[src/rtl/mem_io_pkg.sv]
// Shared constants for the CPU memory-side bus stage: I/O register offsets,
// STATUS bit positions, the default I/O base and the read-source select type.
package mem_io_pkg;

  localparam logic [15:0] IO_BASE_DEFAULT = 16'hFF00;

  localparam int unsigned IO_LED    = 0;
  localparam int unsigned IO_SW     = 1;
  localparam int unsigned IO_TIMER  = 2;
  localparam int unsigned IO_STATUS = 3;

  localparam int unsigned ST_EXPIRED = 0;
  localparam int unsigned ST_ENABLE  = 1;

  typedef enum logic {
    RD_RAM = 1'b0,
    RD_IO  = 1'b1
  } rd_sel_e;

endpackage

[src/rtl/io_timer.sv]
// Prescaled down-counting timer with reload, enable and a sticky expired flag.
// State changes on the rising edge only; software strobes take effect in the same cycle.
module io_timer #(
  parameter int WIDTH    = 16,
  parameter int PRESCALE = 50000
) (
  input  logic             clk_i,
  input  logic             rst_ni,
  input  logic             load_i,
  input  logic [WIDTH-1:0] load_val_i,
  input  logic             en_we_i,
  input  logic             en_val_i,
  input  logic             clr_i,
  input  logic             start_i,
  output logic [WIDTH-1:0] count_o,
  output logic             enable_o,
  output logic             expired_o
);

  localparam int PW = $clog2(PRESCALE);
  localparam logic [PW-1:0] PRE_LAST = PW'(PRESCALE - 1);

  logic [PW-1:0]    pre_q, pre_d;
  logic [WIDTH-1:0] count_q, count_d;
  logic [WIDTH-1:0] reload_q, reload_d;
  logic             enable_q, enable_d;
  logic             expired_q, expired_d;
  logic             tick;

  always_comb begin
    tick      = enable_q && (pre_q == PRE_LAST);
    pre_d     = pre_q;
    count_d   = count_q;
    reload_d  = reload_q;
    enable_d  = enable_q;
    expired_d = expired_q;

    if (enable_q) pre_d = tick ? '0 : pre_q + PW'(1);
    if (load_i || start_i) pre_d = '0;

    // A software load overrides a coincident tick, including its expiry.
    if (load_i) begin
      count_d  = load_val_i;
      reload_d = load_val_i;
    end else if (tick) begin
      count_d = (count_q == '0) ? reload_q : count_q - WIDTH'(1);
    end

    if (tick && !load_i && (count_q == '0)) expired_d = 1'b1;
    else if (clr_i)                         expired_d = 1'b0;

    if (en_we_i) enable_d = en_val_i;
  end

  always_ff @(posedge clk_i or negedge rst_ni) begin
    if (!rst_ni) begin
      pre_q     <= '0;
      count_q   <= '0;
      reload_q  <= '0;
      enable_q  <= 1'b0;
      expired_q <= 1'b0;
    end else begin
      pre_q     <= pre_d;
      count_q   <= count_d;
      reload_q  <= reload_d;
      enable_q  <= enable_d;
      expired_q <= expired_d;
    end
  end

  assign count_o   = count_q;
  assign enable_o  = enable_q;
  assign expired_o = expired_q;

endmodule

[src/rtl/mem_io_bus.sv]
// CPU memory-side decode to block RAM or a small I/O window (LEDs, switches, timer).
// Read data returns exactly one cycle after the address for both targets; no stalls.
module mem_io_bus
  import mem_io_pkg::*;
#(
  parameter int               WIDTH     = 16,
  parameter logic [WIDTH-1:0] IO_BASE   = WIDTH'(IO_BASE_DEFAULT),
  parameter int               SW_WIDTH  = 10,
  parameter int               LED_WIDTH = 10,
  parameter int               PRESCALE  = 50000
) (
  input  logic                 clk50MHz,
  input  logic                 reset,
  input  logic [WIDTH-1:0]     mem_addr,
  input  logic [WIDTH-1:0]     writedata,
  input  logic                 memwrite,
  output logic [WIDTH-1:0]     mem_out,
  output logic [WIDTH-1:0]     bram_addr,
  output logic [WIDTH-1:0]     bram_data,
  output logic                 bram_we,
  input  logic [WIDTH-1:0]     bram_q,
  input  logic [SW_WIDTH-1:0]  switches,
  output logic [LED_WIDTH-1:0] leds
);

  localparam logic [WIDTH-1:0] OFF_LED    = WIDTH'(IO_LED);
  localparam logic [WIDTH-1:0] OFF_SW     = WIDTH'(IO_SW);
  localparam logic [WIDTH-1:0] OFF_TIMER  = WIDTH'(IO_TIMER);
  localparam logic [WIDTH-1:0] OFF_STATUS = WIDTH'(IO_STATUS);

  logic                 is_io;
  logic [WIDTH-1:0]     offset;
  logic                 io_wr;
  logic                 led_wr, timer_wr, status_wr;

  logic [LED_WIDTH-1:0] leds_q, leds_d;
  logic [SW_WIDTH-1:0]  sw_meta_q, sw_sync_q;
  rd_sel_e              rd_sel_q, rd_sel_d;
  logic [WIDTH-1:0]     io_rdata_q, io_rdata_d;

  logic [WIDTH-1:0]     tmr_count;
  logic                 tmr_enable, tmr_expired;

  assign is_io     = (mem_addr >= IO_BASE);
  assign offset    = mem_addr - IO_BASE;
  assign io_wr     = memwrite && is_io;
  assign led_wr    = io_wr && (offset == OFF_LED);
  assign timer_wr  = io_wr && (offset == OFF_TIMER);
  assign status_wr = io_wr && (offset == OFF_STATUS);

  assign bram_addr = mem_addr;
  assign bram_data = writedata;
  assign bram_we   = memwrite && !is_io;

  io_timer #(
    .WIDTH    (WIDTH),
    .PRESCALE (PRESCALE)
  ) u_timer (
    .clk_i      (clk50MHz),
    .rst_ni     (reset),
    .load_i     (timer_wr),
    .load_val_i (writedata),
    .en_we_i    (status_wr),
    .en_val_i   (writedata[ST_ENABLE]),
    .clr_i      (status_wr && writedata[ST_EXPIRED]),
    .start_i    (status_wr && writedata[ST_ENABLE] && !tmr_enable),
    .count_o    (tmr_count),
    .enable_o   (tmr_enable),
    .expired_o  (tmr_expired)
  );

  // Mux reads pre-write state, so a same-cycle write is seen only on the next read.
  always_comb begin
    io_rdata_d = '0;
    leds_d     = leds_q;
    rd_sel_d   = is_io ? RD_IO : RD_RAM;
    if (led_wr) leds_d = writedata[LED_WIDTH-1:0];
    if (is_io) begin
      case (offset)
        OFF_LED:    io_rdata_d = WIDTH'(leds_q);
        OFF_SW:     io_rdata_d = WIDTH'(sw_sync_q);
        OFF_TIMER:  io_rdata_d = tmr_count;
        OFF_STATUS: begin
          io_rdata_d[ST_ENABLE]  = tmr_enable;
          io_rdata_d[ST_EXPIRED] = tmr_expired;
        end
        default:    io_rdata_d = '0;
      endcase
    end
  end

  always_ff @(posedge clk50MHz or negedge reset) begin
    if (!reset) begin
      leds_q     <= '0;
      sw_meta_q  <= '0;
      sw_sync_q  <= '0;
      rd_sel_q   <= RD_RAM;
      io_rdata_q <= '0;
    end else begin
      leds_q     <= leds_d;
      sw_meta_q  <= switches;
      sw_sync_q  <= sw_meta_q;
      rd_sel_q   <= rd_sel_d;
      io_rdata_q <= io_rdata_d;
    end
  end

  assign mem_out = (rd_sel_q == RD_IO) ? io_rdata_q : bram_q;
  assign leds    = leds_q;

endmodule

[config.mk]
export PLATFORM = sky130hd
export DESIGN_NAME = mem_io_bus
export DESIGN_NICKNAME = d
export VERILOG_FILES = /design/src/rtl/mem_io_pkg.sv /design/src/rtl/io_timer.sv /design/src/rtl/mem_io_bus.sv
export SDC_FILE = /design/constraint.sdc
export NUM_CORES = 1
export LEC_CHECK = 0
export ABC_CLOCK_PERIOD_IN_PS = 5540
export CORE_ASPECT_RATIO = 1.75
export CORE_MARGIN = 2
export CORE_UTILIZATION = 50
export CTS_BUF_LIST = sky130_fd_sc_hd__clkbuf_16
export CTS_CLUSTER_DIAMETER = 80
export CTS_CLUSTER_SIZE = 24
export DETAILED_ROUTE_END_ITERATION = 10
export DONT_BUFFER_PORTS = 1
export GPL_TIMING_DRIVEN = 0
export SLEW_MARGIN = 15
export SYNTH_ARGS = -nofsm -noshare
export SYNTH_HDL_FRONTEND = slang
export SYNTH_SLANG_ARGS = --single-unit
export TNS_END_PERCENT = 1
[constraint.sdc]
create_clock -name clk50MHz -period 5.54 [get_ports clk50MHz]
set_clock_uncertainty 0.15 [all_clocks]
set_input_delay 0.554 -clock clk50MHz [delete_from_list [all_inputs] [get_ports clk50MHz]]
set_output_delay 0.554 -clock clk50MHz [all_outputs]
set_load 0.005 [all_outputs]
==> impl_results.md <==
- Status: complete, no violations
- Proportion of layout cells with a drive suffix above 1: 19.88%
- Hold Worst Slack: around 71 ps
- Y dimension of the die: 135.9 um
- Effective utilization at floorplan: around 51%
- Antenna cell count: 0
- Hold/Removal Path Class: primary input to register
- CTS clk-pin slew, worst paths: about 80 ps
- Syn nets: 554
- Proportion of netlist area held by the largest area contributor: a little under 50%
- Core Footprint: between 9000 and 10000 um2
- Clock tree from TritonCTS: done
- Unrepaired setup endpoints after global routing: false
- Via-per-instance ratio: 5.872
- Library cell with the highest instance count after synthesis: sky130_fd_sc_hd__dfrtp_1
- Remaining DRCs: 0
- Synth warnings: 0
- Library cell used as clock root buffer: sky130_fd_sc_hd__clkbuf_16
- Ports placed on the boundary: 120
- Setup crit end kind: register
- Number of search-and-repair iterations in the first detailed-routing pass: 6
- Number of clock sinks: 97
- Final sum of negative setup slack: 0 ps
- Clk Latency, worst-skew pair: 350 ps
- Biggest area consumer among synthesized cells: sky130_fd_sc_hd__dfrtp_1
- Number of different library cells in the post-synthesis netlist: 66
- Final max-slew violation count: 0
- Dominant synthesized flop cell: sky130_fd_sc_hd__dfrtp_1
- Maximum level of the CTS H-tree: 3
- Floorplan die area: 10790 um2
- Number of synthesized flops with an enable pin: 0
- Cell types with the largest area share after synthesis: sky130_fd_sc_hd__dfrtp_1, sky130_fd_sc_hd__mux2_2, sky130_fd_sc_hd__nand2_1
- Post-route fraction of the period consumed by the critical path: 47.31%
- Hold buffers post-CTS: 2
- Fmax achieved: roughly 380 MHz
- Flops & latches, synth: between 90 and 100
- Iter 0 DRT Violations: 239
- Required time worst endpoint: roughly 5600 ps
- Count of final hold-check violations: 0
- Maximum number of pins on one net before global-route repair: between 90 and 100
- Post-synth ARST share: 100.0%
- Cell count after synthesis: 490
- Type of the worst setup path: register to register
- Global-route wire length before repair: 19.29 mm
- Growth of design area from synthesis to finish: 9.660%
- Headroom to the max-slew limit: 37.80%
- Buffers inserted by post-CTS timing repair: 0
- Maximum VDD drop: approximately 150 uV
- Largest driver fanout on the critical path: 10
- Global-route usage over all layers: between 20% and 30%
- Via count of the first global-routing pass: 3781
- Horizontal die dimension: 79.39 um
- Number of max-cap violations: 0
- Worst-case setup margin in the final layout: approximately 3000 ps
- CP startpoint kind: register
- Setup Slack @ Placement: 2555 ps
- Routability congestion estimate from global placement: ~0.89
- Port Buffers: 0
- CTS buffer count: 9
- Worst Tran Pin Value: 924.4 ps
- Number of resized instances in the post-cts repair step: 0
- Row count: 48
- Total wire length after detailed routing: about 13 mm
- Post-detailed-route wirelength per cell: 19.89 um
- Largest buffer count on any clock path: 2
- Time the worst path needs with I/O delays and setup: 2621 ps
- Arr. time, crit path: roughly 2700 ps
- Number of antenna violations at the first check in global routing: 0
- Post-synthesis average cell area: 10.15 um2
- Seq/Total Area, Yosys: 48.81%
- Gr ovfl total: 0
- Via count: between 3000 and 4000
- Combined area of all synthesized cells: 4974 um2
- Power per cell area: 255.0 nW/um2
- Setup-violating endpoint count in the final report: 0
- Synth top cells by count: sky130_fd_sc_hd__dfrtp_1, sky130_fd_sc_hd__nand2_1, sky130_fd_sc_hd__buf_4, sky130_fd_sc_hd__nor2_1, sky130_fd_sc_hd__mux2_2
- Detailed placer's ending HPWL: 9.352 mm
- Post-route ant nets: 0
- Leakage: 2.422 nW
- Number of nets at the end of the flow: 567
path summary, 6_finish.rpt:
path,slack (ps),endpoint,depth (start not counted),start
max,2920,u_timer.pre_q[5],6,u_timer.pre_q[0]
min,70,sw_meta_q[6],0,switches[6]
max reg2reg,2920,u_timer.pre_q[5],6,u_timer.pre_q[0]
min reg2reg,200,sw_sync_q[7],0,sw_meta_q[7]
max in group asynchronous,4210,u_timer.count_o[5],2,reset
min in group asynchronous,600,u_timer.reload_q[12],2,reset
cell usage in the layout (no fill, tap or decap), types with 4 or more instances in the layout:
cell type and n:
sky130_fd_sc_hd__nand3_1 12, sky130_fd_sc_hd__nor2_1 32, sky130_fd_sc_hd__a41oi_1 4, sky130_fd_sc_hd__o21ai_0 20
sky130_fd_sc_hd__and3_1 4, sky130_fd_sc_hd__clkbuf_16 9, sky130_fd_sc_hd__or3_1 4, sky130_fd_sc_hd__o21a_1 4
sky130_fd_sc_hd__inv_1 11, sky130_fd_sc_hd__buf_4 32, sky130_fd_sc_hd__nand2_1 66, sky130_fd_sc_hd__mux2i_1 14
sky130_fd_sc_hd__buf_2 5, sky130_fd_sc_hd__and2_1 6, sky130_fd_sc_hd__o31ai_1 4, sky130_fd_sc_hd__clkbuf_1 16
sky130_fd_sc_hd__a31oi_1 11, sky130_fd_sc_hd__mux2_2 29, sky130_fd_sc_hd__nor2b_1 7, sky130_fd_sc_hd__nand4_1 7
sky130_fd_sc_hd__a21oi_1 20, sky130_fd_sc_hd__nor3_1 6, sky130_fd_sc_hd__or2_2 4, sky130_fd_sc_hd__dfrtp_1 97
stage by stage:
| step | util, % | std cells | power [W] | cell area (um2) |
|---|---|---|---|---|
| 3_5_place_dp | 52.40 | 615 | 0.0007783 | 5130 |
| 3_3_place_gp | 52.40 | 615 | 0.0007780 | 5130 |
| 2_1_floorplan | - | 490 | 0.0007712 | 4974 |
| 6_report | 55.71 | 633 | 0.001391 | 5454 |
| 4_1_cts | 55.71 | 633 | 0.001397 | 5454 |
| 5_1_grt | 55.71 | 633 | 0.001439 | 5454 |
cells by family (layout without fill, tap and decap cells):
kind of cell,count (synthesis),count (layout),share of synthesized area [%]
buffers and inverters,69,87,7.924
adders and majority gates,3,3,0.7548
and+or+nand+nor,174,174,18.42
DFF,97,97,48.81
xor gates and xnor gates,1,1,0.1761
muxes,45,45,10.29
AOI/OAI and AO/OA,101,101,13.64
power by group:
part           total [W]  switching (W)  internal [W]
combinational  0.0000623      0.0000329     0.0000294
clock           0.000611       0.000296      0.000314
sequential      0.000718     0.00000247      0.000715
state kept, by name, summed over array words and instances (netlist names):
name / flops
rd_sel_q: 1
io_rdata_q: 16
u_timer.enable_o: 1
u_timer.expired_o: 1
u_timer.pre_q: 16
sw_sync_q: 10
sw_meta_q: 10
leds: 10
u_timer.count_o: 16
u_timer.reload_q: 16
worst max-delay path: stages, from the launching register on:
cell	delay (ps)
sky130_fd_sc_hd__dfrtp_1	430
sky130_fd_sc_hd__ha_1	260
sky130_fd_sc_hd__and4b_1	260
sky130_fd_sc_hd__nand4_1	380
sky130_fd_sc_hd__clkbuf_1	540
sky130_fd_sc_hd__o21ai_0	180
sky130_fd_sc_hd__a221oi_1	310
area by class of cell:
cell class | instances | area (um2)
Clock buffer | 9 | 225.2
Fill cell | 910 | 4335
Sequential cell | 97 | 2427
Tap cell | 125 | 156.4
Buffer | 58 | 352.8
Clock inverter | 7 | 61.31
Timing Repair Buffer | 2 | 37.54
Multi-Input combinational cell | 324 | 2152
Inverter | 11 | 41.29
routing by layer:
layer  share of wire (%)  vias to the layer above  global-route usage (%)  wire length (um)
met5                   0                        -                       0                 0
met1                  36                     1831                   25.42              4526
met2                  57                      112                   45.86              7140
met4                 2.5                        0                   9.579               317
met3                 4.8                       21                   4.449               605
li1                    -                     1753                       -                 -
Note: power is estimated with default switching activity, not from simulation.
